===== config.mk =====
export PLATFORM = sky130hd
export DESIGN_NAME = alu
export DESIGN_NICKNAME = d
export VERILOG_FILES = /design/src/rtl/alu_pkg.sv /design/src/rtl/alu_flags_reg.sv /design/src/rtl/alu.sv
export SDC_FILE = /design/constraint.sdc
export NUM_CORES = 1
export LEC_CHECK = 0
export CELL_PAD_IN_SITES_DETAIL_PLACEMENT = 1
export CELL_PAD_IN_SITES_GLOBAL_PLACEMENT = 2
export CORE_MARGIN = 2
export CORE_UTILIZATION = 37
export CTS_BUF_LIST = sky130_fd_sc_hd__clkbuf_4
export DETAILED_ROUTE_END_ITERATION = 16
export DONT_BUFFER_PORTS = 1
export GPL_TIMING_DRIVEN = 0
export PLACE_DENSITY_LB_ADDON = 0.1
export SYNTH_ARGS = -nofsm -noshare
export SYNTH_HDL_FRONTEND = slang
export SYNTH_HIERARCHICAL = 1
export SYNTH_SLANG_ARGS = --single-unit

===== constraint.sdc =====
create_clock -name clk -period 2.9 [get_ports clk]
set_input_delay 0.145 -clock clk [delete_from_list [all_inputs] [get_ports clk]]
set_output_delay 0.145 -clock clk [all_outputs]
set_load 0.02 [all_outputs]

===== src/rtl/alu_pkg.sv =====
// Shared opcode encoding for the ProtoCore ALU.
package alu_pkg;

  localparam int OPCODE_W = 3;

  localparam logic [OPCODE_W-1:0] OP_ADD = 3'b000;
  localparam logic [OPCODE_W-1:0] OP_SUB = 3'b001;
  localparam logic [OPCODE_W-1:0] OP_AND = 3'b010;
  localparam logic [OPCODE_W-1:0] OP_OR  = 3'b011;
  localparam logic [OPCODE_W-1:0] OP_XOR = 3'b100;
  localparam logic [OPCODE_W-1:0] OP_NOT = 3'b101;
  localparam logic [OPCODE_W-1:0] OP_SHL = 3'b110;
  localparam logic [OPCODE_W-1:0] OP_SHR = 3'b111;

endpackage


===== src/rtl/alu_flags_reg.sv =====
// Status-flag register: captures carry/zero on write enable.
module alu_flags_reg (
  input  logic clk,
  input  logic rst,
  input  logic we_i,
  input  logic carry_i,
  input  logic zero_i,
  output logic carry_o,
  output logic zero_o
);

  logic [1:0] flags_q;
  logic [1:0] flags_d;

  always_comb begin
    flags_d = flags_q;
    if (we_i) flags_d = {carry_i, zero_i};
  end

  // Reset wins over a simultaneous write.
  always_ff @(posedge clk) begin
    if (rst) flags_q <= 2'b00;
    else     flags_q <= flags_d;
  end

  assign carry_o = flags_q[1];
  assign zero_o  = flags_q[0];

endmodule


===== src/rtl/alu.sv =====
// Combinational 8-op ALU with a registered carry/zero status copy.
module alu
  import alu_pkg::*;
#(
  parameter int WIDTH = 8
) (
  input  logic                clk,
  input  logic                rst,
  input  logic [WIDTH-1:0]    a,
  input  logic [WIDTH-1:0]    b,
  input  logic [OPCODE_W-1:0] opcode,
  input  logic                flag_we,
  output logic [WIDTH-1:0]    out,
  output logic                carry,
  output logic                zero,
  output logic                flag_carry,
  output logic                flag_zero
);

  logic [WIDTH:0] sum_w;
  logic [WIDTH:0] diff_w;

  assign sum_w  = {1'b0, a} + {1'b0, b};
  // Top bit of the extended difference is the unsigned borrow.
  assign diff_w = {1'b0, a} - {1'b0, b};

  always_comb begin
    out   = '0;
    carry = 1'b0;
    case (opcode)
      OP_ADD: begin
        out   = sum_w[WIDTH-1:0];
        carry = sum_w[WIDTH];
      end
      OP_SUB: begin
        out   = diff_w[WIDTH-1:0];
        carry = diff_w[WIDTH];
      end
      OP_AND: out = a & b;
      OP_OR:  out = a | b;
      OP_XOR: out = a ^ b;
      OP_NOT: out = ~a;
      OP_SHL: begin
        out   = {a[WIDTH-2:0], 1'b0};
        carry = a[WIDTH-1];
      end
      OP_SHR: begin
        out   = {1'b0, a[WIDTH-1:1]};
        carry = a[0];
      end
      default: begin
        out   = '0;
        carry = 1'b0;
      end
    endcase
  end

  assign zero = (out == '0);

  alu_flags_reg u_flags (
    .clk     (clk),
    .rst     (rst),
    .we_i    (flag_we),
    .carry_i (carry),
    .zero_i  (zero),
    .carry_o (flag_carry),
    .zero_o  (flag_zero)
  );

endmodule


==> qor_table.md <==
| Parameter | This run | Unit |
| --- | --- | --- |
| Kind of launch point of the worst setup path | input port | - |
| Detailed-router iteration count before antenna repair | 4 | - |
| Worst Max-Slew Pin Slew | 0.721 | ns |
| Number of unique standard cell types used by synthesis | 56 | - |
| Share of flip-flops with an asynchronous set or reset after synthesis | 0 | % |
| Share of the synthesized area in the top cell type | 19.1 | % |
| DRC Markers | 0 | - |
| FMAX | 379 | MHz |
| Die extent in x | 69.1 | um |
| Mean number of vias per cell | 6.06 | - |
| Synth Warn # | 6 | - |
| Layout area overhead | 7.02 | % |
| Via count of the first global-routing pass | 1633 | - |
| Register bit total from synthesis | 2 | - |
| Post-synth net total | 261 | - |
| Data arrival at the endpoint of the critical path | 2.49 | ns |
| Worst clock skew on the final layout | 0 | ns |
| Area of placed instances | 0.00163 | mm^2 |
| Top register by number of flip-flops | u_flags/flags_q | - |
| Worst Slack Setup Final | 0.263 | ns |
| Setup repair after global routing missed its margin | no | - |
| Cells along the critical path | inv_1 > ha_1 > buf_2 > o21ai_0 > nor2_1 > nor4_1 > a211o_1 > a21oi_1 > o221ai_1 > nor4b_4 | - |
| Longest individual stage delay on the worst path | 0.58 | ns |
| Worst hold path cell count | 2 | - |
| Number of buffers added by the clock tree synthesis step | 3 | - |
| Final critical path time including I/O delays and setup | 2.64 | ns |
| Biggest regs | u_flags/flags_q (2) | - |
| Fraction of the yosys area taken by sequential cells | 2.55 | % |
| Post-layout power | 409 | uW |
| Final global-route overflow total | 0 | - |
| Register-to-register path setup slack | 2.19 | ns |
| Mean post-synth cell area | 7.37 | um^2 |
| Setup-violating endpoint count in the final report | 0 | - |
| Part of the cycle the worst path needs | 90.9 | % |
| Cell with the largest stage delay on the worst path | sky130_fd_sc_hd__nor4b_4 | - |
| H-tree lvl count | 1 | - |
| Later-pin clock latency in the skew report | 0.22 | ns |
| Final net count | 267 | - |
| Final design instance area without fill | 0.00168 | mm^2 |
| Cell type with the largest total area after synthesis | sky130_fd_sc_hd__ha_1 | - |
| Die Area | 0.00478 | mm^2 |
| Final hold slack | 0.0808 | ns |
| CTS clk-pin slew, worst paths | 0.03 | ns |
| Root Buffer Master | sky130_fd_sc_hd__clkbuf_4 | - |
| Reg2Reg Capture Point | u_flags/flags_q[0] | - |
| Dpl hpwl | 4.01 | mm |
| Worst EP required | 2.76 | ns |
| Top flip-flop cell by instance count after synthesis | sky130_fd_sc_hd__dfxtp_1 | - |
| Core Area | 0.00403 | mm^2 |
| Static Leakage | 0.000752 | uW |
| Worst min-delay path endpoint | u_flags/flags_q[1] | - |
| Worst r2r src | u_flags/flags_q[0] | - |
| Final routed wire length divided by cell count | 18.9 | um |
| Setup WS pre-CTS | -0.196 | ns |
| Share of final-layout standard cells stronger than drive strength 1 | 15.2 | % |
| Largest register FFs | 2 | - |
| Setup CP Type | in2out | - |
| Starting density of the core | 38.9 | % |
| Number of ports placed on the die boundary | 34 | - |
| Worst voltage drop across the vdd grid | 80.3 | uV |
| FF-to-FF path depth | 2 | - |
| Antenna violations before repair | 0 | - |
| Post-synthesis cell count | 213 | - |
| Total length of routed wires | 5.03 | mm |
| Hold violation count in the final report | 0 | - |
| Slew margin rel. | 51.9 | % |
| Site Rows | 23 | - |
| Routed Antenna Nets | 0 | - |
| Number of max-slew violations in the final report | 0 | - |
| Number of clock sinks | 2 | - |
| Placer congestion estimate | 0.841 | - |
| Delay-heaviest family, CP | simple AND/OR/NAND/NOR gates | - |
| Die span in y | 69.1 | um |
| Worst hold path type | in2reg | - |
| WP buf/inv | 2 | - |
| Netlist area before placement | 0.00157 | mm^2 |
| Endpoint kind of the worst setup timing path | primary output | - |
| Pwr per Cell Area | 244 | mW/mm^2 |
| TritonCTS clock tree | yes | - |
| Count of port buffers added during placement | 0 | - |
| Count of flip-flops with a built-in enable after synthesis | 0 | - |
| Maximum fanout along the worst path | 10 | - |
| Synth area leaders | sky130_fd_sc_hd__ha_1 19%, sky130_fd_sc_hd__mux4_2 7.2%, sky130_fd_sc_hd__a21oi_1 5.7% | - |
| Outcome | complete, no violations | - |
| Hold wc startpoint | flag_we | - |
| Routed vias | 1617 | - |
| Top cells by count, synth | 24 x sky130_fd_sc_hd__ha_1, 24 x sky130_fd_sc_hd__inv_1, 22 x sky130_fd_sc_hd__nor2_1 | - |
| Ant. Diodes | 0 | - |
| Tot GR Track Use | 21.9 | % |
| Global-route wire length before repair | 8.56 | mm |
| Max Cap Violations | 0 | - |
| Starting DRT DRC Count | 47 | - |
| Pin count of the biggest net entering global routing | 11 | - |
| Number of buffers on the longest clock path | 2 | - |
-- metal layers --
metal | up-vias | GRT usage (%) | part of all wire (%)
met5 | - | 0 | 0
met4 | 0 | 3.92 | 0.99
met3 | 8 | 4.82 | 5.6
met2 | 48 | 36.6 | 47
met1 | 784 | 29.2 | 47
li1 | 777 | - | -
-- final cells by class --
cell class	count	area, um^2
clock buffer	3	22.5
buffer	13	81.3
timing repair buffer	1	10.0
multi-input combinational	173	1370
tap	50	62.6
sequential	2	40.0
fill	542	2350
inverter	25	93.8
-- metrics by stage --
step	util, %	TNS [ns]	std cells
3_3_place_gp	40.5	-0.170	263
5_1_grt	41.7	0	267
2_1_floorplan	-	0	213
6_report	41.7	0	267
4_1_cts	41.5	0	267
3_5_place_dp	40.5	-0.196	263
-- timing repair --
item	CTS	global route
setup endpoints to repair	1	1
buffers inserted	0	0
hold endpoints to repair	2	0
resized for setup	1	1
cloned	0	0
hold buffers	1	0
-- power by group --
group          switching (uW)  total [uW]  leakage, uW  internal, uW
clock network            16.1        61.8    0.0000138          45.6
logic                     192         318     0.000722           126
registers                1.37        29.9    0.0000162          28.5
total                     209         409     0.000752           200
-- worst max-delay path by stage --
stage | startpoint | to | slack [ns] | cells after the start
2_1_floorplan | a[0] | u_flags/flags_q[0] | 0.31 | 10
3_3_place_gp | a[0] | u_flags/flags_q[0] | -0.17 | 10
3_5_place_dp | a[0] | u_flags/flags_q[0] | -0.20 | 12
4_1_cts | a[0] | zero | 0.11 | 10
5_1_grt | b[1] | zero | 0.08 | 9
6_report | a[3] | zero | 0.26 | 10
-- cell usage in the layout, fill, tap and decap left out, drive strengths merged, types with 2 or more instances in the layout --
cell type,Yosys,final
inv,25,25
ha,24,24
nor2,23,23
a21oi,19,19
o21ai,17,17
nand2,16,16
buf,11,11
mux2i,6,6
mux4,5,5
clkbuf,2,5
a211oi,4,4
o211ai,3,3
nand2b,3,3
o21a,3,3
xnor2,3,3
a31oi,3,3
nor2b,3,3
nor3b,3,3
a221oi,3,3
nor4,3,3
or2,2,2
a211o,2,2
o221ai,2,2
nand3,2,2
fa,2,2
dfxtp,2,2
a21o,2,2
o22ai,2,2
mux2,2,2
-- logic make-up (layout without fill, tap and decap cells) --
family / count (synthesis) / in the layout / share of synthesized area (%)
AOI/OAI and AO/OA: 70 / 70 / 30.6
xor gates and xnor gates: 3 / 3 / 1.67
adders and majority gates: 26 / 26 / 21.7
buffers and inverters: 38 / 42 / 11.2
DFF: 2 / 2 / 2.55
muxes: 13 / 13 / 12.7
and+or+nand+nor: 61 / 61 / 19.6
Power figures use the tool's default switching activity.
